## config.mk

```make
export PLATFORM = sky130hd
export DESIGN_NAME = branch_prediction
export DESIGN_NICKNAME = d
export VERILOG_FILES = /design/src/rtl/bp_pkg.sv /design/src/rtl/bp_pht.sv /design/src/rtl/branch_prediction.sv
export SDC_FILE = /design/constraint.sdc
export NUM_CORES = 1
export LEC_CHECK = 0
export ABC_AREA = 1
export CORE_ASPECT_RATIO = 0.5
export CORE_UTILIZATION = 39
export DETAILED_ROUTE_END_ITERATION = 8
export GPL_ROUTABILITY_DRIVEN = 0
export PLACE_DENSITY = 0.57
export SYNTH_ARGS = -nofsm -noshare
export SYNTH_HDL_FRONTEND = slang
export SYNTH_HIERARCHICAL = 1
export SYNTH_SLANG_ARGS = --single-unit
```

## constraint.sdc

```tcl
create_clock -name clk -period 2.9 [get_ports clk]
set_clock_uncertainty 0.2 [all_clocks]
set_input_delay 0.435 -clock clk [delete_from_list [all_inputs] [get_ports clk]]
set_output_delay 0.435 -clock clk [all_outputs]
set_load 0.02 [all_outputs]
```

## src/rtl/bp_pkg.sv

```systemverilog
// Shared types, counter encodings and the saturating-counter helper for
// the gshare branch predictor.
package bp_pkg;

  // 2-bit saturating direction counter; MSB is the predicted direction.
  typedef logic [1:0] cnt_t;

  localparam cnt_t CNT_SNT  = 2'd0;
  localparam cnt_t CNT_WNT  = 2'd1;
  localparam cnt_t CNT_WT   = 2'd2;
  localparam cnt_t CNT_ST   = 2'd3;
  localparam cnt_t CNT_INIT = CNT_WNT;

  // Move a counter one step toward the actual outcome, clamping at the ends.
  function automatic cnt_t sat_update(input cnt_t cnt, input logic taken);
    cnt_t next_cnt;
    if (taken) begin
      if (cnt == CNT_ST) begin
        next_cnt = CNT_ST;
      end else begin
        next_cnt = cnt + 2'd1;
      end
    end else begin
      if (cnt == CNT_SNT) begin
        next_cnt = CNT_SNT;
      end else begin
        next_cnt = cnt - 2'd1;
      end
    end
    return next_cnt;
  endfunction

endpackage

```

## src/rtl/bp_pht.sv

```systemverilog
// Pattern history table: array of 2-bit counters with one combinational
// lookup port and one update port. The update port also exposes the
// pre-update counter so the caller can judge the prediction it replaced.
module bp_pht
  import bp_pkg::*;
#(
  parameter int IDX_W = 6
) (
  input  logic             clk,
  input  logic             rst,
  input  logic [IDX_W-1:0] i_rd_idx,
  output cnt_t             o_rd_cnt,
  input  logic             i_upd_valid,
  input  logic [IDX_W-1:0] i_upd_idx,
  input  logic             i_upd_taken,
  output cnt_t             o_upd_cnt
);

  localparam int DEPTH = 1 << IDX_W;

  cnt_t r_pht [DEPTH];

  // Both reads see the pre-edge contents, so a same-cycle lookup and
  // update of one entry return the old counter.
  assign o_rd_cnt  = r_pht[i_rd_idx];
  assign o_upd_cnt = r_pht[i_upd_idx];

  // Counter storage: reset every entry to weak-not-taken, else train one entry.
  always_ff @(posedge clk) begin
    if (rst) begin
      for (int i = 0; i < DEPTH; i++) begin
        r_pht[i] <= CNT_INIT;
      end
    end else if (i_upd_valid) begin
      r_pht[i_upd_idx] <= sat_update(r_pht[i_upd_idx], i_upd_taken);
    end
  end

endmodule

```

## src/rtl/branch_prediction.sv

```systemverilog
// Gshare branch predictor top: hashes PC with the global history to index
// the PHT, keeps the non-speculative history and branch statistics.
// GHR_W is expected to lie in 1..IDX_W.
module branch_prediction
  import bp_pkg::*;
#(
  parameter int PC_W  = 32,
  parameter int IDX_W = 6,
  parameter int GHR_W = 6
) (
  input  logic             clk,
  input  logic             rst,
  input  logic             pred_valid,
  input  logic [PC_W-1:0]  pred_pc,
  output logic             pred_taken,
  input  logic             upd_valid,
  input  logic [PC_W-1:0]  upd_pc,
  input  logic             upd_taken,
  output logic             mispredict,
  output logic [GHR_W-1:0] ghr,
  output logic [31:0]      branch_count,
  output logic [31:0]      mispredict_count
);

  logic [GHR_W-1:0] r_ghr;
  logic [31:0]      r_branch_count;
  logic [31:0]      r_mispredict_count;
  logic             r_mispredict;

  logic [IDX_W-1:0] w_ghr_ext;
  logic [IDX_W-1:0] w_pred_idx;
  logic [IDX_W-1:0] w_upd_idx;
  logic [GHR_W-1:0] w_ghr_next;
  cnt_t             w_rd_cnt;
  cnt_t             w_upd_cnt;
  logic             w_mispredict;
  logic             w_unused_pc_bits;

  // Word-aligned PC bits XOR zero-extended history; byte offset is ignored.
  assign w_ghr_ext  = IDX_W'(r_ghr);
  assign w_pred_idx = pred_pc[IDX_W+1:2] ^ w_ghr_ext;
  assign w_upd_idx  = upd_pc[IDX_W+1:2] ^ w_ghr_ext;

  // Shift the newest outcome into the LSB; the cast drops the oldest bit
  // and stays legal even for a 1-bit history.
  assign w_ghr_next = GHR_W'({r_ghr, upd_taken});

  // Judged against the counter as it stood before this update.
  assign w_mispredict = (w_upd_cnt[1] != upd_taken);

  // PC bits outside the index field do not take part in the hash.
  assign w_unused_pc_bits = ^{pred_pc[PC_W-1:IDX_W+2], pred_pc[1:0],
                              upd_pc[PC_W-1:IDX_W+2],  upd_pc[1:0]};

  bp_pht #(
    .IDX_W (IDX_W)
  ) u_pht (
    .clk         (clk),
    .rst         (rst),
    .i_rd_idx    (w_pred_idx),
    .o_rd_cnt    (w_rd_cnt),
    .i_upd_valid (upd_valid),
    .i_upd_idx   (w_upd_idx),
    .i_upd_taken (upd_taken),
    .o_upd_cnt   (w_upd_cnt)
  );

  // Zero-latency prediction, forced low when no lookup is requested.
  always_comb begin
    pred_taken = 1'b0;
    if (pred_valid) begin
      pred_taken = w_rd_cnt[1];
    end else begin
      pred_taken = 1'b0;
    end
  end

  // History, statistics and the mispredict pulse advance only on updates.
  always_ff @(posedge clk) begin
    if (rst) begin
      r_ghr              <= '0;
      r_branch_count     <= 32'd0;
      r_mispredict_count <= 32'd0;
      r_mispredict       <= 1'b0;
    end else if (upd_valid) begin
      r_ghr          <= w_ghr_next;
      r_branch_count <= r_branch_count + 32'd1;
      if (w_mispredict) begin
        r_mispredict_count <= r_mispredict_count + 32'd1;
      end
      r_mispredict   <= w_mispredict;
    end else begin
      r_mispredict   <= 1'b0;
    end
  end

  assign ghr              = r_ghr;
  assign branch_count     = r_branch_count;
  assign mispredict_count = r_mispredict_count;
  assign mispredict       = r_mispredict;

endmodule

```

==> impl_results.md <==
* Synth Cell Area at 11400 µm²
* Status: finished with violations
* Antenna cells at 0
* Largest net degree at the start of global routing at 65
* Core region area at ~28000 µm²
* Die Y at 123 µm
* Clock sink count at just under 200
* # fillers at 2681
* CTS tree: built
* Die footprint at about 30000 µm²
* Crit path DAT at around 2400 ps
* Final worst path period need at 3050 ps
* P&R area growth vs syn at 30.7%
* Fraction of layout cells with a size suffix above 1 at 0.146
* DR WL/cell at 16.8 µm
* Post-route ant nets at 0
* Max Slew Vio Count at 0
* Seq pwr share at 0.413
* Worst path max stage delay at about 470 ps
* Placed inst area at ~13000 µm²
* Drt total wl at roughly 37 mm
* Worst path bufs/invs at 5
* Overall Global Routing Usage at 0.237
* RSZ-0062 raised after global routing: true
* Vias in the first global route at a little over 10000
* Pwr Density at 507 nW/µm²
* Row Count at 43
* GRT overflow at 0
* Fin cells at between 2000 and 2500
* Final core occ at 0.527
* Detailed router's first-iteration violation count at between 1000 and 1500
* Most used routing layer: met2
* Critical path peak fanout at 8
* Setup Total Neg Slack at -3920 ps
* Routed vias/inst at between 5 and 6
* Leak pwr at about 5.8 nW
* Failing checks: setup timing
* Final setup vio count at a little over 80
* Clk_lat worst skew at between 400 and 500 ps
* Final Cycle Share at 1.05
* Final hold viol count at 0
* Relative slew slack at 0.461
* Worst setup EP type: primary output
* Final Worst Setup Slack at -152 ps
* CP Cell Sequence: clkdlybuf4s50_1 -> xor2_1 -> buf_4 -> buf_12 -> o21ai_0 -> o22ai_1 -> nand2_1 -> nand2_1 -> nand2_1 -> o21ai_1 -> nand2_1 -> nand2_1 -> nand2_1 -> nand2_1 -> nand2_1 -> inv_1 -> buf_6
* Combinational share of power at 0.257
* Synthesized Nets at ~1700
* Max-cap violations at 0
* Global-route met3 utilization at 0.0503
* CTS Buf Count at 17
* Internal at 0.00512 W
* Min-Delay Path Class: flip-flop to flip-flop
* CP Class: input pin to primary output
* CTS Hold Bufs at 0
* Nets@finish at approximately 1900
* GRT met2 Usage at 0.395
* Sw Ratio at 0.320
* Measured slew at the worst slew-check pin at between 800 and 900 ps
* DP Wirelength at 25.3 mm
* Peak VDD IR at between 0.3 and 0.4 mV
* Htree depth at 4
* Peak Freq at between 300 and 400 MHz
* Number of remaining DRC errors at 0
* Max Buffers Root-to-Sink at 2
* Die W at 243 µm
* Cells after synthesis at ~1600
* Syn avg cell area at roughly 7 µm²
* Ys Warns at 6
* Clock-pin slew on the worst setup and hold paths at around 70 ps
* IO buf count at ~90
* Design area at ~15000 µm²
* Family with the most delay on the worst path: buffers and inverters
* First-pass GRT wire length at around 54 mm
* Worst setup SP type: input pin
* P_sw at 0.00241 W
* Clock network power share at 0.329
* Initial Utilization at 0.404
* Initial antenna violation count at 0
* Crit path top cell by count: nand2_1
* Root buffer cell: clkbuf_16
* Required @ worst endpoint at between 2000 and 2500 ps
* Worst slack, placed at -669 ps
* Slowest cell on crit path: clkdlybuf4s50_1
* Cell count after placement at about 2200
* Io pins at 141
* Met1 Use GR at 0.309
* First drt pass iteration count at 5
* Via count at around 11000
-- power by group through the flow --
stage	registers (W)	logic, W	clock network [W]
floorplan	0.00316	0.000886	0
global placement	0.00317	0.00151	0
detailed placement	0.00317	0.00151	0
CTS	0.00311	0.00155	0.00251
global route	0.00311	0.00206	0.00262
finish	0.00311	0.00194	0.00248
-- routing by layer --
layer | part of all wire | vias up
met5 | 0 | -
met4 | 0.023 | 0
met3 | 0.080 | 60
met2 | 0.46 | 461
met1 | 0.43 | 5301
li1 | - | 5530
-- per-stage QoR --
step | hold WS, ps | power (W)
CTS | 313 | 0.00716
detailed placement | 292 | 0.00468
floorplan | 319 | 0.00405
finish | 308 | 0.00753
global route | 341 | 0.00779
global placement | 272 | 0.00468
-- placed cells by master (no fill, tap or decap), types with 14 or more instances in the layout --
master / instances
clkdlybuf4s50_1: 85
nand3_1: 48
dfxtp_1: 69
edfxtp_1: 128
o21ai_0: 52
o22ai_1: 14
nor3_1: 16
o21ai_1: 25
nor2_4: 18
nand2_1: 566
inv_1: 159
buf_4: 114
nor2_1: 254
buf_6: 22
a21oi_1: 101
clkbuf_16: 26
-- path summary, 6_finish.rpt --
path / startpoint / to / slack (ps) / depth (start not counted)
max: pred_pc[3] / pred_taken / -150 / 17
max reg2reg: ghr[2] / u_pht/r_pht[1][1] / -70 / 14
min reg2reg: branch_count[12] / branch_count[12] / 310 / 2
min: branch_count[12] / branch_count[12] / 310 / 2
-- state kept, by name (all words and copies together) (netlist names) --
register	count
mispredict_count	32
ghr	6
mispredict	1
branch_count	32
u_pht/r_pht	128
-- repair_timing --
action                                  CTS  global route
setup buffers                             5             9
resized for setup                        36           107
pin swaps                                 8            28
gates cloned                              0            12
endpoints found under the setup margin  159           162
-- tightest hold or removal path: cells and delay by family (launching register included) --
family / cells / cell delay [ps]
flip-flops: 1 / 330
buffers and inverters: 1 / 80
AO/OA/AOI/OAI: 1 / 60
-- cell type report --
cell class	instances	area, µm²	share of cell area
multi-input combinational	1184	5420	0.365
sequential	199	5270	0.355
timing repair buffer	246	2450	0.165
inverter	166	628	0.0423
tap	382	478	0.0322
clock buffer	19	464	0.0313
clock inverter	13	131	0.00885
(Power assumes the default switching activity.)
==> RTL change, RTL diff (config.mk and constraints unchanged) <==
Set the parameter `GHR_W` to 4 (it was 6).
--- a/src/rtl/branch_prediction.sv
+++ b/src/rtl/branch_prediction.sv
@@ -8,3 +8,3 @@
   parameter int IDX_W = 6,
-  parameter int GHR_W = 6
+  parameter int GHR_W = 4
 ) (
Interface: changed (resized ghr); port bits go from 141 to 139. No check against the original RTL was run, so the function may have changed too.
==> RTL change against the original RTL <==
The flow still finishes with violations (negative setup slack); power rose by 2.8%; sequential cell count shrank 2; area after synthesis increased by 1.3%; worst setup slack worse by 0.0010 ns; sequential share of layout area fell by 2.8 points; design area increased by 7.7%; routed wire length up 8.4%; core utilization rose by 2.3 points; critical path type is now register to output pin; highest routed layer unchanged.
==> RTL change: results (changes against the original RTL) <==
Placement
  – Area after DPL: 13700 µm² (was 13500 µm²)
  – Dpl ws: -0.640 ns (was -0.669 ns)
  – # port buffers: 86 (was 88)
  – Cells after DPL: 2151 (was 2152)
  – HPWL after DPL: 25000 µm (was 25300 µm)

Global routing
  – Overall Global Routing Usage: 0.244 (was 0.237)
  – Vias in the first global route: 10.6k (was 10.2k)
  – Initial antenna violation count: 0 (unchanged)
  – First-pass GRT wire length: 57000 µm (was 54400 µm)

Route
  – TritonRoute pass-1 iters: 6 (was 5)
  – Via Count: 11.8k (was 11.4k)
  – Final WL: 40200 µm (was 37100 µm)
  – DR WL/cell: 18.0 µm (was 16.8 µm)
  – DRT iter0 DRCs: 1149 (was 1146)

Setup path
  – Worst Reg2Reg Path Length in Cells: 15 (was 14)
  – CP top delay family: buffers and inverters (unchanged)
  – CP max stage delay: 0.43 ns (was 0.47 ns)
  – Slowest-stage cell, CP: dfxtp_4 (was clkdlybuf4s50_1)
  – WP data arrival: 2.42 ns (about the same)
  – Crit path max fanout: 9 (was 8)

Finish
  – Layout cell share with drive strength beyond 1: 0.210 (was 0.146)
  – Final #Nets: 1905 (was 1885)
  – Antenna Cells: 0 (unchanged)
  – Max reg flops: 128 (unchanged)

Synth
  – Cells after Synth: 1617 (was 1623)
  – Syn nets: 1688 (was 1694)

Clocking
  – Root Buffer Master: clkbuf_16 (unchanged)
  – CTS buffer count: 17 (unchanged)
  – Clk_lat worst skew: 0.46 ns (about the same)
  – Clock-pin slew on the worst setup and hold paths: 0.08 ns

Power and ir drop
  – Maximum VDD drop: 0.409 mV (was 0.349 mV)
  – Int Pwr: 5.24 mW (was 5.12 mW)
  – Leak: 6.32 nW (was 5.81 nW)
  – PwrDens: 484 nW/µm² (was 507 nW/µm²)

STA
  – Final Worst Setup Slack: -0.153 ns (was -0.152 ns)
  – # setup viols final: 109 (was 82)
  – Setup TNS: -5.70 ns (was -3.92 ns)
  – Actual slew at the worst max-slew pin: 0.827 ns (was 0.809 ns)

Status
  – Failing checks: negative setup slack (unchanged)
  – Status: finished with violations (unchanged)

Worst hold path
  – Min-Delay Path Class: register to register (unchanged)
  – Hold path cells: 2 (unchanged)
-- RTL change: layout make-up --
| cell class | count | area, µm² |
|---|---|---|
| Clock buffer | 19 | 464 |
| Clock inverter | 13 | 109 |
| Fill cell | 2664 | 13000 |
| Inverter | 175 | 679 |
| Multi-Input combinational cell | 1174 | 5830 |
| Sequential cell | 197 | 5230 |
| Tap cell | 391 | 489 |
| Timing Repair Buffer | 269 | 3170 |
-- RTL change: final timing paths --
kind                            start             endpoint  slack [ns]
hold / removal    mispredict_count[7]  mispredict_count[7]        0.30
hold reg to reg   mispredict_count[7]  mispredict_count[7]        0.30
setup reg to reg               ghr[0]   u_pht/r_pht[57][1]       -0.09
setup / recovery               ghr[0]           pred_taken       -0.15
-- RTL change: power by group through the flow --
stage	logic [mW]	registers, mW	clock network (mW)
after floorplan	0.815	3.13	0
after global placement	1.38	3.13	0
after detailed placement	1.40	3.13	0
after CTS	1.63	3.07	2.41
after global routing	2.38	3.08	2.51
final	2.28	3.08	2.38
-- RTL change: routing by layer --
metal / wire length, µm / vias up / share of wire / track usage
met2: 18700 / 479 / 0.46 / 0.408
met4: 1010 / 0 / 0.025 / 0.0777
met5: 0 / - / 0 / 0
met3: 3060 / 77 / 0.076 / 0.0443
met1: 17500 / 5665 / 0.43 / 0.323
li1: - / 5599 / - / -
-- RTL change: what timing repair did --
item	CTS	global route
resized for setup	89	173
setup buffers	16	14
gates cloned	8	26
pin swaps	24	64
setup endpoints to repair	160	162
-- RTL change: through the flow --
| step | power, mW | hold slack [ns] | util |
|---|---|---|---|
| finish | 7.74 | 0.297 | 0.551 |
| global route | 7.98 | 0.322 | 0.551 |
| CTS | 7.11 | 0.278 | 0.511 |
| detailed placement | 4.53 | 0.265 | 0.472 |
| global placement | 4.52 | 0.255 | 0.472 |
| floorplan | 3.94 | 0.332 | - |
